## src/rtl/bus_scatter_packer.sv

```systemverilog
// Packs BEATS accepted WIDTH-bit words into a NUM_OUT-bit frame.
// The frame is built in a shadow register and committed to o_bus in one step, so partial frames never appear.
module bus_scatter_packer #(
    parameter int unsigned WIDTH     = 32,
    parameter int unsigned NUM_OUT   = 200,
    parameter logic        RESET_VAL = 1'b0,
    localparam int unsigned BEATS    = (NUM_OUT + WIDTH - 1) / WIDTH,
    localparam int unsigned IDX_W    = (BEATS > 1) ? $clog2(BEATS) : 1
) (
    input  logic               clk,
    input  logic               rst_n,
    input  logic               i0,
    input  logic [WIDTH-1:0]   i1,
    input  logic [WIDTH-1:0]   i2,
    input  logic [1:0]         mode,
    input  logic               clear,
    output logic               in_ready,
    output logic               o,
    output logic [NUM_OUT-1:0] o_bus,
    output logic [IDX_W-1:0]   beat_idx
);

    localparam logic [IDX_W-1:0] LAST_BEAT = IDX_W'(BEATS - 1);

    typedef enum logic [1:0] {
        IDLE   = 2'd0,
        FILL   = 2'd1,
        COMMIT = 2'd2
    } state_e;

    state_e               state_q, state_d;
    logic [IDX_W-1:0]     beat_q, beat_d;
    logic [NUM_OUT-1:0]   shadow_q, shadow_d;
    logic [NUM_OUT-1:0]   o_bus_q, o_bus_d;
    logic                 o_q, o_d;
    logic                 in_ready_q, in_ready_d;
    logic [WIDTH-1:0]     word_c;

    // Per-beat combine of the two input words.
    always_comb begin
        word_c = i1;
        unique case (mode)
            2'b00: word_c = i1;
            2'b01: word_c = i1 ^ i2;
            2'b10: word_c = i1 & i2;
            2'b11: word_c = WIDTH'(i1 + i2);
            default: word_c = i1;
        endcase
    end

    always_ff @(posedge clk or negedge rst_n) begin
        if (!rst_n) begin
            state_q    <= IDLE;
            beat_q     <= '0;
            shadow_q   <= '0;
            o_bus_q    <= {NUM_OUT{RESET_VAL}};
            o_q        <= 1'b0;
            in_ready_q <= 1'b1;
        end else begin
            state_q    <= state_d;
            beat_q     <= beat_d;
            shadow_q   <= shadow_d;
            o_bus_q    <= o_bus_d;
            o_q        <= o_d;
            in_ready_q <= in_ready_d;
        end
    end

    // Next-state logic; clear wins over a simultaneous beat, but never interrupts COMMIT.
    always_comb begin
        state_d  = state_q;
        beat_d   = beat_q;
        shadow_d = shadow_q;
        o_bus_d  = o_bus_q;
        o_d      = 1'b0;

        unique case (state_q)
            IDLE, FILL: begin
                if (clear) begin
                    state_d  = IDLE;
                    beat_d   = '0;
                    shadow_d = '0;
                end else if (i0 && in_ready_q) begin
                    // Bits of the last beat at or above NUM_OUT fall outside the loop and are dropped.
                    for (int unsigned j = 0; j < NUM_OUT; j++) begin
                        if (IDX_W'(j / WIDTH) == beat_q) begin
                            shadow_d[j] = word_c[j % WIDTH];
                        end
                    end
                    if (beat_q == LAST_BEAT) begin
                        state_d = COMMIT;
                    end else begin
                        state_d = FILL;
                        beat_d  = beat_q + IDX_W'(1);
                    end
                end
            end
            COMMIT: begin
                o_bus_d = shadow_q;
                o_d     = 1'b1;
                beat_d  = '0;
                state_d = IDLE;
            end
            default: begin
                state_d = IDLE;
                beat_d  = '0;
            end
        endcase

        in_ready_d = (state_d != COMMIT);
    end

    assign in_ready = in_ready_q;
    assign o        = o_q;
    assign o_bus    = o_bus_q;
    assign beat_idx = beat_q;

endmodule
```

## config.mk

```make
export PLATFORM = sky130hd
export DESIGN_NAME = bus_scatter_packer
export DESIGN_NICKNAME = d
export VERILOG_FILES = /design/src/rtl/bus_scatter_packer.sv
export SDC_FILE = /design/constraint.sdc
export NUM_CORES = 1
export LEC_CHECK = 0
export CORE_MARGIN = 1.5
export CORE_UTILIZATION = 50
export DETAILED_ROUTE_END_ITERATION = 6
export GPL_TIMING_DRIVEN = 0
export PLACE_DENSITY_LB_ADDON = 0.25
export SLEW_MARGIN = 5
export SYNTH_ARGS = -nofsm -noshare
export SYNTH_HDL_FRONTEND = slang
export SYNTH_SLANG_ARGS = --single-unit
export TNS_END_PERCENT = 100
```

## constraint.sdc

```tcl
create_clock -name clk -period 2.5 [get_ports clk]
set_input_delay 0.25 -clock clk [delete_from_list [all_inputs] [get_ports clk]]
set_output_delay 0.25 -clock clk [all_outputs]
set_load 0.005 [all_outputs]
```

==> flow_metrics.py <==
metrics = {
    "cells_and_area": {
        "layout_commonest_cell": "nand2_1",
        "fin_cells": 2807,
        "layout-drive-gt1-share_pct": 12.4,
        "areaGrowthSynthToFinish_pct": 32.7,
        "final_cell_mix": "nand2_1, dfrtp_1, clkdlybuf4s50_1",
        "n_fill_cell": 2838,
        "utilization_pct": 67.2,
        "finalNetCount": 2426,
    },
    "floorplanning": {
        "coreArea_um2": 35400,
        "die_y_um": 192,
        "row_count": 69,
        "die_area_um2": 37000,
        "die_width_um": 192,
        "initial_core_util_pct": 50.6,
        "ios": 275,
    },
    "power": {
        "power.share.sequential_pct": 47.1,
        "power_leakage_nw": 11.5,
        "p_switching_mw": 4.23,
        "clock_power_share_pct": 38.0,
        "power.internal_mw": 11.3,
        "p_comb_share_pct": 14.9,
        "switching_share_pct": 27.2,
        "pwr_density_cell_nw_per_um2": 655,
        "irDropWorstVdd_mv": 0.453,
    },
    "logic_synthesis": {
        "synth_area_um2": 17900,
        "synth_fp_nets": 2064,
        "synth_edf_count": 0,
        "yosysSeqAreaShare_pct": 56.9,
        "synth_flop_cell": "dfrtp_1",
        "syn_inst": 1956,
        "yosysWarnings": 0,
        "synth-seq-cells": 407,
        "yosys.cell_types.count": 72,
        "synth_area_per_cell_um2": 9.16,
        "async_reset_ff_share_pct": 100,
    },
    "clock_network": {
        "cts_buffers": 40,
        "clkSlewWorstSetupHoldPaths_ps": 60,
        "clk-insertion-delay-late_ps": 550,
        "clock_path_buffers": 3,
        "cts.sinks": 407,
        "cts_tree": "done",
        "cts_root_buf": "clkbuf_16",
        "cts_max_level": 2,
    },
    "grt": {
        "grt_start_max_net_pins": 111,
        "grt_pass1_vias": 15822,
        "gr-usage-all-layers_pct": 32.4,
        "grt.busiest_layer": "met2",
        "met1_usage_pct": 44.0,
        "overflow": 0,
        "grt_pass1_wl_mm": 90.1,
        "met3_usage_pct": 5.67,
        "grt_use_met2_pct": 52.1,
        "antenna_found_initial": 0,
    },
    "sta": {
        "max_freq_ghz": 0.396,
        "slew_viol_final": 0,
        "timing.slew.headroom_pct": 32.9,
        "final.setup.worst_slack_ps": -26.7,
        "setup_viol": 2,
        "rsz0062_at_grt": "yes",
        "fin_crit_sh_pct": 101,
        "hold_viol": 0,
        "period_needed_ps": 2530,
        "worstMarginPinSlew_ps": 1000,
        "fin_skew_ps": 21.2,
    },
    "run_status": {
        "violations": "negative setup slack",
        "status": "complete, but fails checks",
    },
    "critical_path": {
        "reg2reg_from": "beat_idx[0]",
        "cp-end-kind": "register",
        "r2r-end": "shadow_q[1]",
        "crit_required_ps": 2890,
        "rrSetupSlack_ps": 80,
        "cp.arrival_ps": 2910,
        "worst-setup-path-type": "in2reg",
        "reg2regPathDepth": 6,
        "cp_max_fo": 4,
        "cp-start-kind": "input port",
    },
    "route": {
        "postRouteWirelength_mm": 59.5,
        "routedWlPerCell_um": 21.2,
        "vias_per_cell": 5.71,
        "detail-route-antenna-nets": 0,
        "drt_iter0_markers": 1298,
        "drc": 0,
        "vias": 16018,
        "dr.pass1.iters": 6,
    },
    "place": {
        "portBuffers": 273,
        "gp_congestion": 0.943,
        "hpwl_mm": 42.4,
        "dp.cells": 2694,
    },
    "worst_hold_path": {
        "hp-class": "in2reg",
        "hold_depth": 4,
        "holdPathEnd": "shadow_q[192]",
        "min-delay-start": "i1[0]",
    },
    "run": {
        "max_cap_violations": 0,
    },
}
## power groups by stage
stage               Sequential [mW]  Clock, mW  Combinational [mW]
floorplan                      7.37          0                1.10
global placement               7.44          0                1.86
detailed placement             7.44          0                1.92
CTS                            7.32       5.97                2.17
global route                   7.38       6.22                2.50
finish                         7.33       5.92                2.31
## registers in the layout, indices dropped and copies added (netlist names)
name and count:
state_q 2, o_bus 200, o 1, in_ready 1
beat_idx 3, shadow_q 200
## cell usage after synthesis (4+ instances only)
cell	instances	share of area, %
nand2_1	816	17
dfrtp_1	406	57
o21ai_0	200	5.6
clkbuf_1	109	2.3
a21oi_1	43	1.2
ha_1	37	2.6
nor2_1	34	0.71
inv_1	31	0.65
mux2i_1	31	1.7
o31ai_1	25	1.0
a21o_1	22	0.92
mux2_2	19	1.2
nand3_1	14	0.39
a31oi_1	12	0.42
nand2b_1	9	0.31
o211ai_1	9	0.38
a221o_1	8	0.45
buf_1	7	0.15
nand4_1	7	0.24
o21ai_1	7	0.20
o221ai_1	7	0.34
a211oi_1	5	0.21
nor3_1	5	0.14
nor4_1	5	0.17
o21a_1	5	0.21
or3_1	5	0.17
a211o_1	4	0.20
and3_1	4	0.14
nor2b_1	4	0.14
## per-layer routing
metal,up-vias,share of wire [%]
met1,7948,41
met2,725,47
met4,0,3.7
met3,126,8.1
met5,-,0
li1,7219,-
## repair_timing
item,4_1_cts,5_1_grt
pin swaps,46,39
gates resized for setup,158,98
hold buffers,1,0
buffers inserted,38,15
endpoints found under the hold margin,85,0
endpoints found under the setup margin,305,209
## final cells by class
cell class	instances	area, um^2	share of cell area (%)
timing repair buffer	331	3300	13.9
buffer	110	474	1.99
clock buffer	58	1180	4.96
clock inverter	11	97.6	0.411
antenna	1	2.50	0.0105
inverter	32	124	0.521
sequential	407	10200	42.9
multi-input combinational	1396	7830	32.9
tap	461	577	2.43
## worst max-delay path: stages
cell       delay [ps]
buf_6              80
ha_4              130
inv_2              40
fa_2              410
nor2b_4           140
o2111ai_2         160
and3b_2           300
o31ai_4           290
a311oi_4          180
or4b_4            520
a21oi_4           160
buf_6             150
o31ai_1            80
## stage by stage
step / hold slack, ps / setup slack, ps / TNS [ps] / area [um^2] / total power [mW]
detailed placement: 294 / -1570 / -219910 / 21400 / 9.36
global route: 233 / -70.7 / -378 / 23800 / 16.1
floorplan: -45.6 / -200 / -1190 / 17900 / 8.47
global placement: 443 / -15710 / -6596290 / 21200 / 9.29
CTS: 203 / 2.61 / 0 / 23400 / 15.5
finish: 230 / -26.7 / -53.2 / 23800 / 15.6
## cells by family (layout without fill, tap and decap cells)
family,count (synthesis),after routing,share of synthesized area [%]
xor+xnor,1,1,0.0489
other cells,0,1,0
compound gates,385,385,13.5
buf+inv,153,542,3.26
simple gates,918,918,20.2
mux,54,54,3.45
fa+ha+maj,38,38,2.70
flops,407,407,56.9
## worst max-delay path by stage
stage,cells after the start,from,slack [ps],endpoint
finish,13,i2[0],-30,shadow_q[60]
global route,13,i2[0],-70,shadow_q[60]
CTS,12,i1[1],3,shadow_q[60]
detailed placement,7,mode[0],-1570,shadow_q[66]
global placement,1,rst_n,-15710,o_bus[193]
floorplan,11,i1[0],-200,shadow_q[28]
Power figures use the tool's default switching activity.
